[src/rtl/tt_uio_arb_pkg.sv]
// Shared types for the two-requester UIO pad arbiter.
// State encoding, direction constants and the latched transaction.
package tt_uio_arb_pkg;

  typedef enum logic [1:0] {
    ST_IDLE   = 2'd0,
    ST_TURN   = 2'd1,
    ST_DRIVE  = 2'd2,
    ST_SAMPLE = 2'd3
  } arb_state_t;

  localparam logic DIR_READ  = 1'b0;
  localparam logic DIR_WRITE = 1'b1;

  typedef struct packed {
    logic       owner;
    logic       dir;
    logic [7:0] data;
  } xact_t;

  function automatic logic [1:0] owner_onehot(
    input logic owner
  );
    return owner ? 2'b10 : 2'b01;
  endfunction

endpackage

[src/rtl/uio_rr_pick.sv]
// Two-way round-robin pick: a lone requester wins, a tie goes to
// the requester not granted last. Ports: valid, last -> grant, sel, any.
module uio_rr_pick (
  input  logic [1:0] valid,
  input  logic       last,
  output logic [1:0] grant,
  output logic       sel,
  output logic       any
);

  always_comb begin
    grant = 2'b00;
    unique case (1'b1)
      (valid == 2'b11): grant = last ? 2'b01 : 2'b10;
      (valid == 2'b01): grant = 2'b01;
      (valid == 2'b10): grant = 2'b10;
      default:          grant = 2'b00;
    endcase
  end

  assign sel = grant[1];
  assign any = |grant;

endmodule

[src/rtl/tt_uio_arbiter.sv]
// Arbitrates two requesters onto a bidirectional 8-bit pad bus with
// turnaround gaps. Ports: clk, rst_n, ena, req_*, rsp_*, uio_in/out/oe.
module tt_uio_arbiter
  import tt_uio_arb_pkg::*;
#(
  parameter int HOLD_CYCLES = 2,
  parameter int TURN_CYCLES = 1
) (
  input  logic        clk,
  input  logic        rst_n,
  input  logic        ena,
  input  logic [1:0]  req_valid,
  input  logic [1:0]  req_write,
  input  logic [15:0] req_wdata,
  output logic [1:0]  req_ready,
  output logic [1:0]  rsp_valid,
  output logic [7:0]  rsp_rdata,
  input  logic [7:0]  uio_in,
  output logic [7:0]  uio_out,
  output logic [7:0]  uio_oe
);

  localparam logic [3:0] HOLD_LD = 4'(HOLD_CYCLES);
  localparam logic [3:0] TURN_LD = 4'(TURN_CYCLES);
  localparam bit HAS_TURN = (TURN_CYCLES > 0);

  arb_state_t state;
  logic [3:0] cnt;
  logic       last_dir;
  logic       last_grant;
  xact_t      cur;

  logic [1:0] grant;
  logic       sel;
  logic       any;
  logic       idle_open;
  logic       accept;
  logic       last_cyc;
  xact_t      nxt;

  uio_rr_pick u_pick (
    .valid (req_valid),
    .last  (last_grant),
    .grant (grant),
    .sel   (sel),
    .any   (any)
  );

  assign idle_open = rst_n & ena
                   & (state == ST_IDLE);
  assign req_ready = idle_open ? grant : 2'b00;
  assign accept    = idle_open & any;
  assign last_cyc  = (cnt == 4'd1);

  always_comb begin
    nxt       = '0;
    nxt.owner = sel;
    nxt.dir   = req_write[sel];
    nxt.data  = sel ? req_wdata[15:8]
                    : req_wdata[7:0];
  end

  always_ff @(posedge clk) begin
    if (!rst_n) begin
      state      <= ST_IDLE;
      cnt        <= '0;
      last_dir   <= DIR_READ;
      last_grant <= 1'b1;
      cur        <= '0;
      uio_oe     <= '0;
      uio_out    <= '0;
      rsp_valid  <= '0;
      rsp_rdata  <= '0;
    end else if (!ena) begin
      // abort: drop the bus, forget the
      // direction so the next write turns
      state     <= ST_IDLE;
      cnt       <= '0;
      last_dir  <= DIR_READ;
      uio_oe    <= '0;
      uio_out   <= '0;
      rsp_valid <= '0;
    end else begin
      rsp_valid <= '0;
      unique case (state)
        ST_IDLE: begin
          if (accept) begin
            cur        <= nxt;
            last_grant <= sel;
            last_dir   <= nxt.dir;
            if (HAS_TURN &&
                nxt.dir != last_dir) begin
              state <= ST_TURN;
              cnt   <= TURN_LD;
            end else if (nxt.dir) begin
              state   <= ST_DRIVE;
              cnt     <= HOLD_LD;
              uio_oe  <= 8'hFF;
              uio_out <= nxt.data;
            end else begin
              state <= ST_SAMPLE;
              cnt   <= HOLD_LD;
            end
          end
        end
        ST_TURN: begin
          if (last_cyc) begin
            cnt <= HOLD_LD;
            if (cur.dir) begin
              state   <= ST_DRIVE;
              uio_oe  <= 8'hFF;
              uio_out <= cur.data;
            end else begin
              state <= ST_SAMPLE;
            end
          end else begin
            cnt <= cnt - 4'd1;
          end
        end
        ST_DRIVE, ST_SAMPLE: begin
          if (last_cyc) begin
            state     <= ST_IDLE;
            cnt       <= '0;
            uio_oe    <= '0;
            uio_out   <= '0;
            rsp_valid <= owner_onehot(cur.owner);
            if (state == ST_SAMPLE)
              rsp_rdata <= uio_in;
          end else begin
            cnt <= cnt - 4'd1;
          end
        end
      endcase
    end
  end

endmodule
[config.mk]
export PLATFORM = sky130hd
export DESIGN_NAME = tt_uio_arbiter
export DESIGN_NICKNAME = d
export VERILOG_FILES = /design/src/rtl/tt_uio_arb_pkg.sv /design/src/rtl/uio_rr_pick.sv /design/src/rtl/tt_uio_arbiter.sv
export SDC_FILE = /design/constraint.sdc
export NUM_CORES = 1
export LEC_CHECK = 0
export CAP_MARGIN = 30
export CELL_PAD_IN_SITES_DETAIL_PLACEMENT = 0
export CELL_PAD_IN_SITES_GLOBAL_PLACEMENT = 1
export CORE_MARGIN = 10
export CORE_UTILIZATION = 34
export CTS_BUF_LIST = sky130_fd_sc_hd__clkbuf_16
export CTS_CLUSTER_DIAMETER = 100
export DETAILED_ROUTE_END_ITERATION = 16
export PLACE_DENSITY_LB_ADDON = 0.1
export SLEW_MARGIN = 10
export SYNTH_ARGS = -nofsm -noshare
export SYNTH_HDL_FRONTEND = slang
export SYNTH_SLANG_ARGS = --single-unit
[constraint.sdc]
create_clock -name clk -period 3.2 [get_ports clk]
set_clock_uncertainty 0.05 [all_clocks]
set_input_delay 0.64 -clock clk [delete_from_list [all_inputs] [get_ports clk]]
set_output_delay 0.64 -clock clk [all_outputs]
set_load 0.1 [all_outputs]
Word-level counts from Yosys, hierarchy flattened:

Cells that the tools add are included.

* bits in registers: 44
* input bits: 31
* output and inout bits: 28
* logic and storage cells: 72

* add/subtract/negate cells: 1
* magnitude comparators: 1
* equal/unequal tests: 14
* muxes and demuxes: 32
* bitwise operators: 3
* reductions and logical operators: 10

Operator list (count)
* two-way mux 8 bit: 12
* one-hot mux 8 bit (3 select lines): 2
* two-way mux 2 bit: 8
* two-way mux 4 bit: 3
* inequality test 2 bit, second input constant: 6
* one-hot mux 2 bit (3 select lines): 2
* one-hot mux 4 bit (3 select lines): 1
* == test 2 bit, second input constant: 4
* AND reduction 4 bit: 2
* AND reduction 3 bit: 2
* AND reduction 6 bit: 1
* == test 2 x 1 -> 1 bit, second input constant: 2
* == test 4 x 1 -> 1 bit, second input constant: 1
* two-way mux 1 bit: 4
* AND reduction 2 bit: 2
* OR reduction 2 bit: 2
* subtractor 4 x 1 -> 4 bit, second input constant: 1
* bitwise AND 1 bit: 3
* logical NOT 2 bit: 1
* < comparator 1 x 2 -> 1 bit, second input constant: 1
* inequality test 1 bit: 1

Longest topological paths before layout:

Gate-level depths: netlist (run 1).

* depth in word-level cells: 8
* depth in mapped cells: 9
* depth with buffers taken out: 7

Cells and area by module:

From an unflattened synthesis (run 1), not the netlist that was laid out.

* cell total of the unflattened synthesis: 200
* area total of the unflattened synthesis: 1791.7 µm²

Modules (own cells, without submodules)
* tt_uio_arbiter: times used 1, cells each 195, area each 1759.2 µm², sequential area each 740.7 µm²
* uio_rr_pick: times used 1, cells each 5, area each 32.5 µm², sequential area each 0.0 µm²

Least setup slack after synthesis (run 1):

Ideal clock, no wire load.

* kind: input port to output port
* start point: input rst_n
* end point: output req_ready[0]
* arrival: 5.706 ns
* data required time: 2.510 ns
* slack: -3.196 ns
* stages: 3
* buffers on the path: 1
* cell sequence: nand2_1 -> clkbuf_1 -> a2111oi_0

* word-level cells in the longest chain between the ends: 3

Ends and longest elaborated chain
* from (decl): line tt_uio_arbiter.sv:10 `input logic rst_n,`
* bitwise AND 1 bit: line tt_uio_arbiter.sv:49 `assign idle_open = rst_n & ena`
* bitwise AND 1 bit: line tt_uio_arbiter.sv:50 `& (state == ST_IDLE);`
* two-way mux 2 bit: line tt_uio_arbiter.sv:51 `assign req_ready = idle_open ? grant : 2'b00;`
* to (decl): line tt_uio_arbiter.sv:15 `output logic [1:0] req_ready,`

Every way passes these cells.

==> flow_metrics.env, run 1 <==
export IMPL_cp_arrival_ns=2.96
export IMPL_die_h_um=93.1
export IMPL_ys_flop_type="dfxtp_1"
export IMPL_hp_class="reg2reg"
export IMPL_r2r_end="uio_out[7]"
export IMPL_final_layout_size_suffix_gt1_frac=0.202
export IMPL_status="completed"
export IMPL_grt_overflow=0
export IMPL_path_cells="clkdlybuf4s50_1 > a21boi_1 > mux2i_1 > inv_1 > ha_1 > or3_1 > o22a_1 > buf_4 > mux2i_1"
export IMPL_drt_iter0_drc=64
export IMPL_avgSynthCellArea_um2=9.26
export IMPL_drt_pass1_iter_count=4
export IMPL_synthCells=196
export IMPL_avgRoutedWirePerCell_um=16.5
export IMPL_dieArea_um2=8660
export IMPL_cp_start_kind="primary input"
export IMPL_finalSetupViolations=0
export IMPL_wl_um=5320
export IMPL_dp_hpwl_um=4130
export IMPL_finalMaxSlewViolations=0
export IMPL_critPathRequiredTime_ns=3.32
export IMPL_fmax_mhz=352
export IMPL_ant_nets=0
export IMPL_crit_path_end_kind="flop"
export IMPL_placed_area_um2=2420
export IMPL_io_buffers=58
export IMPL_grt_max_degree=21
export IMPL_crit_end="uio_out[7]"
export IMPL_ff2ff_setup_slack_ns=0.94
export IMPL_cts_tree="built"
export IMPL_post_route_period_util=0.889
export IMPL_clk_path_buf_depth=2
export IMPL_remaining_drc_errors=0
export IMPL_synth_cell_types=34
export IMPL_ys_ff_latch=37
export IMPL_antenna_cells=0
export IMPL_coreArea_um2=5140
export IMPL_power_density_nw_per_um2=439
export IMPL_crit_start="req_valid[0]"
export IMPL_max_slew_worst_pin_slew_ns=0.576
export IMPL_post_cts_setup_buffer_count=0
export IMPL_finalInstanceArea_um2=2550
export IMPL_vias_per_cell=5.04
export IMPL_final_util=0.497
export IMPL_clkLatencyLatePin_ns=0.27
export IMPL_fin_nets=285
export IMPL_cts_resized=0
export IMPL_mappedNetlistArea_um2=1820
export IMPL_area_delta_synth_final_pct=40.7
export IMPL_synthArstFlopShare=0
export IMPL_grt_pass1_vias=1704
export IMPL_numCtsBuffers=5
export IMPL_worstRegToRegCells=8
export IMPL_synth_nets=230
export IMPL_maxCapViolCount=0
export IMPL_finalHoldViolCount=0
export IMPL_seq_area_frac_synth=0.408
export IMPL_die_x_um=93.1
export IMPL_ios=59
export IMPL_start_util=0.353
export IMPL_grt_total_usage=0.124
export IMPL_htreeDepth=2
export IMPL_finalNonFillerCells=322
export IMPL_antenna_found_initial=0
export IMPL_yosys_warnings=0
export IMPL_place_inst=314
export IMPL_r2r_start="last_grant"
export IMPL_grt_pass1_wl_um=8680
export IMPL_worst_path_max_fanout=8
export IMPL_p_leak_nw=1.13
export IMPL_path_class="in2reg"
export IMPL_place_congestion=0.822
export IMPL_clockRootBuffer="clkbuf_16"
export IMPL_ir_drop_mv=0.296
export IMPL_tns_ns=0
export IMPL_num_vias=1622
export IMPL_slowest_stage="clkdlybuf4s50_1"
export IMPL_slowest_delay_ns=0.47
export IMPL_slew_headroom=0.615
export IMPL_crit_top_cell="mux2i_1"
export IMPL_rsz0062_at_grt="false"
export IMPL_clk_pin_slew_ns=0.06
export IMPL_cts_hold_buf=0
export IMPL_synth_edf_count=0
export IMPL_rows=26
export IMPL_period_needed_ns=2.84
export IMPL_cts_sinks=37
==> worst min path at each step <==
stage / start / to / slack (ns) / depth (start not counted)
final: cur[9] / rsp_valid[0] / 0.39 / 1
after global routing: cur[9] / rsp_valid[0] / 0.41 / 1
after CTS: cur[9] / rsp_valid[0] / 0.39 / 1
after detailed placement: cur[9] / rsp_valid[0] / 0.38 / 1
after global placement: cur[9] / rsp_valid[0] / 0.38 / 1
after floorplan: cur[9] / rsp_valid[0] / 0.35 / 1
==> where the power goes <==
part	internal [mW]	switching (mW)	total (mW)	leakage (nW)
clock network	0.283	0.183	0.466	0.0748
registers	0.474	0.0104	0.484	0.300
logic	0.0823	0.0899	0.172	0.755
==> worst max-delay path, delay by kind of cell <==
kind | cells | cell delay, ns
simple gates | 1 | 0.38
fa+ha+maj | 1 | 0.29
mux | 2 | 0.40
compound gates | 2 | 0.51
buf+inv | 3 | 0.73
==> synth_stat cells, types with 2 or more instances <==
cell type | count | area [um2]
dfxtp_1 | 37 | 741
nand2_1 | 19 | 71.3
nor2_1 | 15 | 56.3
buf_4 | 7 | 52.6
mux2i_1 | 25 | 250
clkbuf_1 | 7 | 26.3
a21oi_1 | 9 | 45.0
buf_2 | 3 | 15.0
and3_1 | 2 | 12.5
o211ai_1 | 2 | 15.0
o211a_1 | 8 | 80.1
and2_1 | 2 | 12.5
inv_1 | 9 | 33.8
a2111o_1 | 8 | 90.1
nor2b_1 | 8 | 50.1
buf_6 | 2 | 22.5
a21boi_0 | 2 | 15.0
o21ai_0 | 7 | 35.0
nor3_1 | 6 | 30.0
ha_1 | 3 | 37.5
nand4b_1 | 2 | 17.5
==> state kept, by name, summed over array words and instances, names as in the netlist <==
signal,cells
cnt,4
cur,10
last_dir,1
last_grant,1
rsp_rdata,8
rsp_valid,2
state,2
uio_oe,1
uio_out,8
==> cell type report <==
cell class	instances	area [um2]
Multi-Input combinational cell	130	943
Inverter	9	33.8
Timing Repair Buffer	68	611
Tap cell	70	87.6
Clock buffer	5	125
Clock inverter	3	13.8
Fill cell	527	2580
Sequential cell	37	741
==> logic make-up after synthesis <==
| group | share of synthesized area |
|---|---|
| adder cells (fa/ha/maj) | 0.0207 |
| multiplexers | 0.144 |
| AND/OR/NAND/NOR | 0.167 |
| buffers and inverters | 0.0855 |
| AO/OA/AOI/OAI | 0.175 |
| flip-flops | 0.408 |
==> metrics by stage <==
| stage | hold WS [ns] | power (mW) | setup slack [ns] |
|---|---|---|---|
| 5_1_grt | 0.412 | 1.17 | 0.229 |
| 3_5_place_dp | 0.382 | 0.667 | 0.0965 |
| 3_3_place_gp | 0.378 | 0.662 | 0.184 |
| 4_1_cts | 0.389 | 1.13 | 0.357 |
| 2_1_floorplan | 0.354 | 0.593 | 0.335 |
| 6_report | 0.387 | 1.12 | 0.356 |
==> layout by cell type, fill, tap and decap left out, drive strengths merged, types with 3 or more instances in the layout <==
master / instances
a2111o: 8
a21oi: 9
buf: 38
clkbuf: 5
clkdlybuf4s50: 30
dfxtp: 37
ha: 3
inv: 10
mux2i: 25
nand2: 19
nor2: 15
nor2b: 8
nor3: 6
o211a: 8
o21ai: 7
==> per-layer routing <==
layer  global-route usage  up-vias  wire length, um
li1                     -      790                -
met1                0.137      782             2290
met2                0.212       44             2660
met3               0.0448        6              298
met4               0.0476        0               71
met5                    0        -                0
No activity file was read; power rests on OpenSTA's default activity.
==> inputs of run 2 (changes only) <==
--- a/config.mk
+++ b/config.mk
@@ -8,7 +8,6 @@
 export CAP_MARGIN = 30
 export CELL_PAD_IN_SITES_DETAIL_PLACEMENT = 0
 export CELL_PAD_IN_SITES_GLOBAL_PLACEMENT = 1
-export CORE_MARGIN = 10
 export CORE_UTILIZATION = 34
 export CTS_BUF_LIST = sky130_fd_sc_hd__clkbuf_16
 export CTS_CLUSTER_DIAMETER = 100
==> flow_metrics.env, run 2 (synthesized netlist as in run 1, its figures left out) <==
export IMPL_start_util=0.353
export IMPL_numCtsBuffers=5
export IMPL_largestRegisters="cur (10), rsp_rdata (8), uio_out (8)"
export IMPL_slew_headroom=0.584
export IMPL_largest_register="cur"
export IMPL_coreArea_um2=5140
export IMPL_area_delta_synth_final_pct=39.6
export IMPL_drt_iter0_drc=76
export IMPL_maxCapViolCount=0
export IMPL_whs_path_depth=1
export IMPL_remaining_drc_errors=0
export IMPL_finalSetupViolations=0
export IMPL_fmax_mhz=342
export IMPL_avgRoutedWirePerCell_um=14.8
export IMPL_rsz0062_at_grt="false"
export IMPL_cts_hold_buf=0
export IMPL_final_layout_size_suffix_gt1_frac=0.189
export IMPL_num_vias=1620
export IMPL_post_route_period_util=0.914
export IMPL_dp_hpwl_um=3360
export IMPL_grt_pass1_wl_um=7500
export IMPL_ir_drop_mv=0.264
export IMPL_vias_per_cell=5.08
export IMPL_dieArea_um2=5640
export IMPL_hp_class="reg2reg"
export IMPL_wl_um=4730
export IMPL_power_density_nw_per_um2=436
export IMPL_ff2ff_setup_slack_ns=0.86
export IMPL_ant_nets=0
export IMPL_finalHoldViolCount=0
export IMPL_ios=59
export IMPL_final_cell_mix="dfxtp_1 (37), buf_4 (34), clkdlybuf4s50_1 (30)"
export IMPL_cts_tree="built"
export IMPL_grt_max_degree=21
export IMPL_post_cts_setup_buffer_count=0
export IMPL_clockRootBuffer="clkbuf_16"
export IMPL_place_congestion=0.830
export IMPL_die_h_um=75.1
export IMPL_worstRegToRegCells=7
export IMPL_hold_slack_ns=0.380
export IMPL_fin_nets=283
export IMPL_rows=26
export IMPL_p_total_mw=1.10
export IMPL_cts_sinks=37
export IMPL_critPathRequiredTime_ns=3.34
export IMPL_die_x_um=75.1
export IMPL_status="completed"
export IMPL_path_class="in2reg"
export IMPL_cts_resized=0
export IMPL_max_slew_worst_pin_slew_ns=0.623
export IMPL_cp_arrival_ns=3.07
export IMPL_grt_total_usage=0.179
export IMPL_antenna_cells=0
export IMPL_period_needed_ns=2.93
export IMPL_grt_pass1_vias=1529
export IMPL_clkLatencyLatePin_ns=0.27
export IMPL_p_leak_nw=1.11
export IMPL_cp_start_kind="primary input"
export IMPL_antenna_found_initial=0
export IMPL_grt_overflow=0
export IMPL_crit_path_end_kind="flop"
export IMPL_finalMaxSlewViolations=0
export IMPL_worst_path_max_fanout=9
export IMPL_htreeDepth=2
export IMPL_clk_path_buf_depth=2
export IMPL_tns_ns=0
export IMPL_clk_pin_slew_ns=0.05
export IMPL_mostFrequentLayoutCell="dfxtp_1"
export IMPL_largest_reg_flops=10
export IMPL_io_buffers=58
export IMPL_drt_pass1_iter_count=4
==> run 2: cell count changes in the layout (fill, tap and decap cells not counted), sizes merged <==
cell / previous run / this run
clkinv: 2 / 1
buf: 38 / 36
==> run 2: cell type report <==
class | count | area, um2
tap | 70 | 87.6
clock buffer | 5 | 125
clock inverter | 2 | 7.51
multi-input combinational | 130 | 943
sequential | 37 | 741
inverter | 9 | 33.8
timing repair buffer | 66 | 596
fill | 496 | 2610
==> run 2: power breakdown <==
group,switching [mW],internal (mW)
registers,0.0105,0.474
clock network,0.171,0.278
logic,0.0900,0.0810
total,0.271,0.833
==> run 2: through the flow <==
stage	std cells	area [um2]	util	worst slack, ns
2_1_floorplan	196	1830	-	0.335
3_3_place_gp	312	2400	0.467	0.0627
3_5_place_dp	312	2400	0.467	0.00222
4_1_cts	319	2530	0.493	0.255
5_1_grt	319	2530	0.493	0.134
6_report	319	2530	0.493	0.274
==> run 2: critical path: stages <==
cell and delay [ns]:
clkdlybuf4s50_1 0.49, a21boi_1 0.25, mux2i_1 0.27, inv_1 0.07, ha_1 0.29, or3_1 0.37
o22a_1 0.40, a211oi_2 0.29
==> run 2: final timing paths <==
check | start | end
setup / recovery | req_valid[1] | uio_oe[6]
hold / removal | cur[9] | rsp_valid[0]
setup reg to reg | last_grant | uio_oe[6]
hold reg to reg | cur[9] | rsp_valid[0]
==> run 2: per-layer routing <==
| layer | up-vias | track usage | part of all wire |
|---|---|---|---|
| met3 | 10 | 0.0415 | 0.044 |
| met1 | 772 | 0.228 | 0.45 |
| met4 | 0 | 0.0755 | 0.024 |
| li1 | 788 | - | - |
| met2 | 50 | 0.291 | 0.48 |
| met5 | - | 0 | 0 |
